## config.mk

```make
export PLATFORM = sky130hd
export DESIGN_NAME = quad_decoder_cntrl
export DESIGN_NICKNAME = d
export VERILOG_FILES = /design/src/rtl/quad_decoder_cntrl.sv
export SDC_FILE = /design/constraint.sdc
export NUM_CORES = 1
export LEC_CHECK = 0
export ABC_AREA = 1
export BUFFER_PORTS_ARGS = -buffer_cell sky130_fd_sc_hd__buf_2
export CORE_MARGIN = 5
export CORE_UTILIZATION = 45
export CTS_CLUSTER_DIAMETER = 50
export DETAILED_ROUTE_END_ITERATION = 7
export HOLD_SLACK_MARGIN = 0.05
export PLACE_DENSITY = 0.67
export SETUP_SLACK_MARGIN = 0.2
export SYNTH_ARGS = -nofsm -noshare
export SYNTH_HDL_FRONTEND = slang
export SYNTH_SLANG_ARGS = --single-unit
```

## constraint.sdc

```tcl
create_clock -name clk -period 1.9 [get_ports clk]
set_input_delay 0.57 -clock clk [delete_from_list [all_inputs] [get_ports clk]]
set_output_delay 0.57 -clock clk [all_outputs]
set_load 0.01 [all_outputs]
```

## src/rtl/quad_decoder_cntrl.sv

```systemverilog
// Quadrature encoder front end: synchronises and glitch-filters A/B/index, then
// turns legal Gray-code steps and index edges into one-cycle counter control pulses.
module quad_decoder_cntrl #(
    parameter int DWIDTH      = 4,
    parameter int SYNC_STAGES = 2,
    parameter int FILT_LEN    = 3,
    parameter int LOAD_VALUE  = 0
) (
    input  logic              clk,
    input  logic              rst_n,
    input  logic              enc_a,
    input  logic              enc_b,
    input  logic              enc_idx,
    input  logic              idx_ena,
    input  logic              err_clr,
    output logic              cntrl__up_dwn,
    output logic              cntrl__load,
    output logic              cntrl__ena,
    output logic [DWIDTH-1:0] cntrl__data_in,
    output logic              err_pulse,
    output logic              err_sticky
);
    localparam int CW  = $clog2(FILT_LEN + 1);
    localparam int NCH = 3;

    typedef enum logic {IDX_ARMED, IDX_WAIT_LOW} idx_state_e;

    logic [NCH-1:0]         raw;
    logic [SYNC_STAGES-1:0] sync_q [NCH];
    logic [CW-1:0]          fcnt_q [NCH];
    logic [NCH-1:0]         filt_q;

    logic [1:0] prev_q;
    logic [1:0] ab_cur;
    logic [1:0] pos_prev;
    logic [1:0] pos_cur;
    logic [1:0] delta;

    logic ena_d, up_d, err_d, sticky_d;
    logic ena_q, up_q, err_q, sticky_q, load_q;
    idx_state_e idx_state_q;

    // Channel order: 0 = A, 1 = B, 2 = index.
    assign raw = {enc_idx, enc_b, enc_a};

    // Once the counter has seen FILT_LEN disagreeing cycles the filtered value
    // flips, even if the synchronised input has just returned.
    always_ff @(posedge clk or negedge rst_n) begin
        if (!rst_n) begin
            for (int i = 0; i < NCH; i++) begin
                sync_q[i] <= '0;
                fcnt_q[i] <= '0;
            end
            filt_q <= '0;
        end else begin
            for (int i = 0; i < NCH; i++) begin
                sync_q[i] <= {sync_q[i][SYNC_STAGES-2:0], raw[i]};
                if (fcnt_q[i] == CW'(FILT_LEN)) begin
                    filt_q[i] <= ~filt_q[i];
                    fcnt_q[i] <= '0;
                end else if (sync_q[i][SYNC_STAGES-1] != filt_q[i]) begin
                    fcnt_q[i] <= fcnt_q[i] + CW'(1);
                end else begin
                    fcnt_q[i] <= '0;
                end
            end
        end
    end

    // Gray {A,B} to a 2-bit position: the step is then a modulo-4 difference.
    assign ab_cur   = {filt_q[0], filt_q[1]};
    assign pos_prev = {prev_q[1], prev_q[1] ^ prev_q[0]};
    assign pos_cur  = {ab_cur[1], ab_cur[1] ^ ab_cur[0]};
    assign delta    = pos_cur - pos_prev;

    always_comb begin
        ena_d = 1'b0;
        up_d  = up_q;
        err_d = 1'b0;
        case (delta)
            2'd1: begin
                ena_d = 1'b1;
                up_d  = 1'b1;
            end
            2'd3: begin
                ena_d = 1'b1;
                up_d  = 1'b0;
            end
            2'd2:    err_d = 1'b1;
            default: ;
        endcase
        // A new error in the same cycle as a clear keeps the flag set.
        sticky_d = err_q | (sticky_q & ~err_clr);
    end

    always_ff @(posedge clk or negedge rst_n) begin
        if (!rst_n) begin
            prev_q   <= 2'b00;
            ena_q    <= 1'b0;
            up_q     <= 1'b1;
            err_q    <= 1'b0;
            sticky_q <= 1'b0;
        end else begin
            prev_q   <= ab_cur;
            ena_q    <= ena_d;
            up_q     <= up_d;
            err_q    <= err_d;
            sticky_q <= sticky_d;
        end
    end

    always_ff @(posedge clk or negedge rst_n) begin
        if (!rst_n) begin
            idx_state_q <= IDX_ARMED;
            load_q      <= 1'b0;
        end else begin
            load_q <= 1'b0;
            case (idx_state_q)
                IDX_ARMED: begin
                    if (filt_q[2]) begin
                        load_q      <= idx_ena;
                        idx_state_q <= IDX_WAIT_LOW;
                    end
                end
                IDX_WAIT_LOW: begin
                    if (!filt_q[2]) begin
                        idx_state_q <= IDX_ARMED;
                    end
                end
                default: idx_state_q <= IDX_ARMED;
            endcase
        end
    end

    assign cntrl__up_dwn  = up_q;
    assign cntrl__load    = load_q;
    assign cntrl__ena     = ena_q;
    assign cntrl__data_in = DWIDTH'(LOAD_VALUE);
    assign err_pulse      = err_q;
    assign err_sticky     = sticky_q;

endmodule

```

## Word-level counts from Yosys, hierarchy flattened

Cells that the tools add are included.

| word-level totals | value |
|---|---|
| bits in registers | 23 |
| word-level logic and storage cells | 51 |
| output and inout port bits | 9 |
| bits of input ports | 7 |

| operators by class | value |
|---|---|
| bitwise gates (word level) | 8 |
| reduce and logical (&&, ||, !) cells | 2 |
| muxes and demuxes | 12 |
| equality and inequality tests | 9 |
| $add $sub $neg | 4 |

Operator list:

| operator | count |
|---|---|
| 2-bit 2-to-1 mux | 6 |
| 2-bit equality test, second input constant | 5 |
| 2-bit by 1-bit adder with 2-bit output, second input constant | 3 |
| 1-bit 2-to-1 mux | 5 |
| 1-bit inverter | 4 |
| 1-bit inequality test | 3 |
| 2-bit by 1-bit equality test with 1-bit output, second input constant | 1 |
| 1-bit case mux with 2 select lines | 1 |
| 2-bit nonzero test | 1 |
| 2-bit OR reduction | 1 |
| 2-bit subtractor | 1 |
| 1-bit XOR | 2 |
| 1-bit AND | 1 |
| 1-bit OR | 1 |

## Logic depth before layout (Yosys ltp)

Gate-level depths: netlist of the first run.

| logic depth | value |
|---|---|
| depth in word-level cells | 5 |
| depth in mapped cells | 10 |
| mapped depth without buffers | 9 |

## Least setup slack after synthesis of the first run

Ideal clock, no wire load.

| path | value |
|---|---|
| path type | reg-to-reg |
| start | register filt_q[0] |
| end | register up_q, in the netlist cntrl__up_dwn |
| arrival | 1.160 ns |
| library setup time | 0.075 ns |
| period minus slack after synthesis | 1.235 ns |
| buffers on the path | 1 |
| cell stages (with the launch flop) | 11 |
| path slack | 0.665 ns |
| required time | 1.825 ns |
| cells stage by stage | dfrtp_1 -> buf_6 -> xnor2_1 -> ha_1 -> inv_1 -> nand2_2 -> nand2_1 -> nand2_1 -> nand2_1 -> nand2_1 -> nand2_1 |

| on the way | value |
|---|---|
| word-level cells in the longest chain between the ends | 4 |
| elaborated cells between the ends (all ways) | 6 |
| those cells by class | add/sub: 1; eq/ne: 2; mux: 1; bitwise: 1; reduce/logical: 1 |

RTL lines:

| item | line | RTL |
|---|---|---|
| start, declared | 31 | `logic [NCH-1:0] filt_q;` |
| start signal, assigned by index | 59 | `filt_q[i] <= ~filt_q[i];` |
| 1-bit XOR | 73 | `assign pos_cur = {ab_cur[1], ab_cur[1] ^ ab_cur[0]};` |
| 2-bit subtractor * | 74 | `assign delta = pos_cur - pos_prev;` |
| 2-bit equality test or 2-bit by 1-bit equality test with 1-bit output (tied branches) | 80 | `case (delta)` |
| 1-bit case mux with 2 select lines or 2-bit nonzero test (tied branches) | - |  |
| end signal, assigned | 106 | `up_q <= up_d;` |
| end, declared | 40 | `logic ena_q, up_q, err_q, sticky_q, load_q;` |

Every way passes the cells marked *; elsewhere a longest branch is shown, timed or not.
A chain may end at the register's enable or synchronous reset.

## Worst setup path after layout of the first run

| path | value |
|---|---|
| start | register up_q, in the netlist cntrl__up_dwn |
| end | output cntrl__up_dwn |

RTL lines:

| item | line | RTL |
|---|---|---|
| end, declared | 16 | `output logic cntrl__up_dwn,` |

No word-level cell between the ends.

==> impl_metrics.ini, run 1 <==
[run_status]
status = finished clean

[finish]
nNetsFinal = 92
final_common_cell = dfrtp_1
syn_to_final_growth_pct = 9.81
drive_above_1_share_pct = 28.7
utilization_pct = 50.8
mostFrequentLayoutCells = 22 x dfrtp_1, 11 x buf_2, 7 x nand2_1
n_antenna_cell = 0

[timing]
rsz0062_at_grt = false
finalSetupViolCount = 0
post-route-period-util_pct = 81.6
tns_ns = 0
finalHoldViolCount = 0
clock.fmax_mhz = 645
slew_violations = 0
fin_skew_ns = 0.00741
min_period_ns = 1.55
layout_setup_ws_ns = 0.349

[grt]
grt_pass1_wl_mm = 1.79
grt.overflow.total = 0
antenna_found_initial = 0
grt_max_degree = 24
grt_pass1_vias = 448
track_usage_pct = 9.17

[hold_path]
hold_path_class = in2async

[clock_tree]
cts_tree = built
post-cts-setup-buffers = 0
cts_hold_buffers = 0
h-tree-depth = 1
cts.path.max_buffers = 2
ctsRootBufferMaster = clkbuf_4
cts.clk_slew.worst_paths_ns = 0.13
ctsResizeCount = 0
cts_buffers = 3
clock_latency_ns = 0.31
clkSinkCount = 23

[logic_synthesis]
seq_area_frac_synth_pct = 65.6
synth_seq_cells = 23
syn_area_um2 = 880
synth.area.top_cells = dfrtp_1 63%, ha_1 5.7%, xor2_1 4.0%
synth_largest_area_cell = dfrtp_1
synth.avg_cell_area_um2 = 13.1
syn_inst = 67
yosys_warnings = 0
ys_types = 21
netlist.area_leader.share_pct = 62.6

[critical_path]
reg2reg_slack_ns = 0.55
cp.required_ns = 1.33
crit_slowest_cell = dfstp_2
critical_path_depth = 1
cpPeakStageDelay_ns = 0.55
crit_chain = buf_2
path_class = reg2out
r2r-end = cntrl__up_dwn
cp-end-kind = primary output
start_kind = register
cp_top_family = flip-flops
path_buf_inv = 1
rr_worst_depth = 9
cp.arrival_ns = 0.98
critPathMaxFanout = 2
r2r-start = filt_q[0]

[floorplanning]
row_count = 16
core-area_um2 = 1900
io_pins = 16
die-height_um = 54.2
initial_core_util_pct = 46.3
dieArea_um2 = 2940
die_w_um = 54.2

[drt]
drc = 0
ant_nets = 0
routedWlPerCell_um = 9.46
routed_wl_mm = 1.01
drt_iter0_markers = 0
first_pass_iters = 1
viasPerCell = 4.11
dr_total_vias = 440

[power]
p_per_area_nw_per_um2 = 1630
power.leakage_nw = 0.506
peakVddDrop_mv = 0.760

[place]
hpwl_um = 723
finalWeightedCongestion = 0.727
port_buffers = 11
dpl_worst_slack_ns = 0.560

[flow_run]
maxCapViolCount = 0
per-stage QoR:
| step | instances | hold WS [ns] | total power, mW | instance area (um2) |
|---|---|---|---|---|
| floorplan | 70 | 0.274 | 1.27 | 891 |
| global placement | 103 | 0.333 | 1.36 | 938 |
| finish | 107 | 0.192 | 1.57 | 966 |
| global route | 107 | 0.210 | 1.77 | 966 |
| CTS | 107 | 0.206 | 1.61 | 966 |
| detailed placement | 103 | 0.335 | 1.38 | 938 |
Yosys cell counts:
cell and count:
a21oi_1 1, buf_4 4, buf_6 1, conb_1 1
dfrtp_1 22, dfstp_2 1, ha_1 4, inv_1 5
inv_2 1, nand2_1 7, nand2_2 2, nand3_1 1
nor2_1 4, nor3_1 1, nor3_2 1, nor3b_2 2
o21ai_1 1, o21bai_1 1, xnor2_1 2, xnor2_2 1
xor2_1 4
cell type report:
type | instances | area (um2)
flip-flops and latches | 23 | 577
inverters | 6 | 22.5
clock buffers | 3 | 22.5
clock inverters | 1 | 5.00
repair buffers | 11 | 55.1
multi-input cells | 36 | 250
well taps | 27 | 33.8
fillers | 175 | 936
state kept, by name, summed over array words and instances, names as in the netlist:
signal / count
cntrl__ena: 1
cntrl__load: 1
cntrl__up_dwn: 1
err_pulse: 1
err_sticky: 1
fcnt_q: 6
filt_q: 3
idx_state_q: 1
prev_q: 2
sync_q: 6
metal layers:
metal / wire, um / track usage (%) / vias to the layer above
li1: - / - / 224
met4: 36 / 8.71 / 0
met3: 58 / 2.45 / 3
met1: 455 / 10.8 / 202
met5: 0 / 0 / -
met2: 462 / 13.3 / 11
kinds of logic (layout without fill, tap and decap cells):
kind of cell	count (synthesis)	in the layout	synth area share, %
DFF	23	23	65.6
and+or+nand+nor	18	18	11.2
buffers and inverters	11	21	7.25
xor gates and xnor gates	7	7	7.82
adders and majority gates	4	4	5.69
AOI/OAI and AO/OA	3	3	1.99
other	1	4	0.426
where the power goes:
group | internal, mW | total [mW] | switching (mW)
registers | 0.677 | 0.794 | 0.118
clock network | 0.0787 | 0.224 | 0.146
logic | 0.263 | 0.555 | 0.292
total | 1.02 | 1.57 | 0.555
worst max path at each step:
stage / from / end / slack [ns]
final: cntrl__up_dwn / cntrl__up_dwn / 0.35
after global routing: cntrl__up_dwn / cntrl__up_dwn / 0.29
after CTS: cntrl__up_dwn / cntrl__up_dwn / 0.33
after detailed placement: filt_q[0] / cntrl__up_dwn / 0.56
after global placement: filt_q[0] / cntrl__up_dwn / 0.60
after floorplan: filt_q[0] / cntrl__up_dwn / 0.66
No activity file was read; power rests on OpenSTA's default activity.
==> inputs of run 2 (changes only) <==
Settings changed: ABC_AREA 1 to 0, PLACE_DENSITY 0.67 to 0.7.
Clock period 1.9 ns to 1.4 ns, I/O delays scaled along.
==> impl_metrics.ini, run 2 <==
[critical_path]
r2r-end = cntrl__up_dwn
path_class = reg2out
crit_slowest_cell = dfstp_2
cp.arrival_ns = 0.95
cp.required_ns = 0.98
start_kind = register
path_buf_inv = 1
cp_top_family = flip-flops
rr_worst_depth = 4
reg2reg_slack_ns = 0.08
cpPeakStageDelay_ns = 0.56
cp-end-kind = primary output
r2r-start = filt_q[1]
critPathMaxFanout = 2
crit_chain = buf_6

[power]
peakVddDrop_mv = 1.02
power.total_mw = 2.25
power.leakage_nw = 0.497
p_per_area_nw_per_um2 = 2330

[run_status]
status = finished clean

[drt]
ant_nets = 0
viasPerCell = 4.25
drt_iter0_markers = 2
dr_total_vias = 408
routedWlPerCell_um = 10.9
drc = 0
routed_wl_mm = 1.04
first_pass_iters = 2

[timing]
tns_ns = 0
slew_violations = 0
min_period_ns = 1.37
fin_skew_ns = 0.00150
finalSetupViolCount = 0
post-route-period-util_pct = 97.5
finalHoldViolCount = 0
clock.fmax_mhz = 732
rsz0062_at_grt = true

[logic_synthesis]
synth.avg_cell_area_um2 = 15.3
syn_area_um2 = 843
ys_types = 16
synth_edf_count = 0
netlist.area_leader.share_pct = 65.3
synth_commonest_cells = 22 x dfrtp_1, 4 x buf_4, 4 x ha_1, 4 x xnor2_1, 4 x xor2_1
synth.area.top_cells = dfrtp_1 65%, ha_1 5.9%, xnor2_1 4.2%
synth-main-ff-cell = dfrtp_1
yosys_warnings = 0
synth.most_common_cell = dfrtp_1
synth_seq_cells = 23
synth_largest_area_cell = dfrtp_1
seq_area_frac_synth_pct = 68.4
synthArstFlopShare_pct = 100
syn_inst = 55

[grt]
grt_use_met3_pct = 3.38
grt_pass1_vias = 458
grtUsageMet1_pct = 10.6
antenna_found_initial = 0
track_usage_pct = 9.60
grt_max_degree = 24
grt_pass1_wl_mm = 1.86
use_met2_pct = 15.3
grt-busiest-layer = met2
grt.overflow.total = 0

[clock_tree]
cts_buffers = 3
cts.clk_slew.worst_paths_ns = 0.11
cts_tree = built
ctsRootBufferMaster = clkbuf_4
cts_hold_buffers = 0
h-tree-depth = 1
cts.path.max_buffers = 2
clock_latency_ns = 0.29
clkSinkCount = 23

[floorplanning]
die_w_um = 53.3
io_pins = 16
dieArea_um2 = 2840
die-height_um = 53.3
core-area_um2 = 1750
row_count = 15
initial_core_util_pct = 48.3

[finish]
nNetsFinal = 83
n_antenna_cell = 0
final_cells = 96
drive_above_1_share_pct = 31.0
syn_to_final_growth_pct = 14.4
final_common_cell = dfrtp_1
reg_top3 = fcnt_q: 6 flops, sync_q: 6 flops, filt_q: 3 flops
mostFrequentLayoutCells = 22 x dfrtp_1, 10 x buf_2, 4 x xor2_1, 4 x conb_1

[place]
placed_cells_incl_taps = 91
port_buffers = 11
finalWeightedCongestion = 0.704

[flow_run]
maxCapViolCount = 0

[hold_path]
hold_path_class = in2async
## run 2: cell count changes in the layout (fill, tap and decap cells not counted), sizes merged, moves of 2 or more
cell	before	now
buf	11	14
inv	6	2
nand2	9	1
nor2	4	2
## run 2: metal layers
metal	wire length [um]	share of wire, %
met3	70	6.7
met2	497	48
met1	455	44
met4	19	1.8
met5	0	0
## run 2: cell families (layout without fill, tap and decap cells)
family          count (synthesis)  after routing  share of synthesized area, %
buf+inv                         7             20                          5.79
flops                          23             23                          68.4
compound gates                  1              1                         0.891
xor+xnor                        9              9                          11.0
other cells                     1              4                         0.445
fa+ha+maj                       4              4                          5.93
mux                             1              1                          1.78
simple gates                    9              9                          5.79
## run 2: report_power, final
group	switching [mW]	total [mW]	internal [mW]	leakage, nW
combinational	0.384	0.915	0.531	0.203
clock	0.178	0.288	0.111	0.0150
sequential	0.128	1.05	0.920	0.279
## run 2: cell type report
class / instances / area, um2
Sequential cell: 23 / 577
Timing Repair Buffer: 14 / 83.8
Clock buffer: 4 / 26.3
Tap cell: 25 / 31.3
Inverter: 2 / 7.51
Fill cell: 148 / 781
Multi-Input combinational cell: 28 / 239
## run 2: per-stage QoR
step	hold WS [ns]	setup WS [ns]	instance area [um2]	util [%]
floorplan	0.124	0.0725	865	-
finish	0.0650	0.0344	965	55.3
global route	0.0890	-0.00822	965	55.3
global placement	0.337	0.123	925	53.0
detailed placement	0.337	0.0753	925	53.0
CTS	0.0771	0.0189	965	55.3
## run 2: what timing repair did
item | CTS | global route
setup buffers | 1 | 0
setup endpoints to repair | 6 | 7
pin swaps | 0 | 0
gates resized for setup | 1 | 0
## run 2: how the worst max path moves through the flow
stage	start	cells past startpoint	slack, ns	end
floorplan	filt_q[0]	5	0.07	cntrl__up_dwn
global placement	filt_q[1]	4	0.12	cntrl__up_dwn
detailed placement	filt_q[1]	4	0.08	cntrl__up_dwn
CTS	cntrl__up_dwn	1	0.02	cntrl__up_dwn
global route	cntrl__up_dwn	1	-0.008	cntrl__up_dwn
finish	cntrl__up_dwn	1	0.03	cntrl__up_dwn
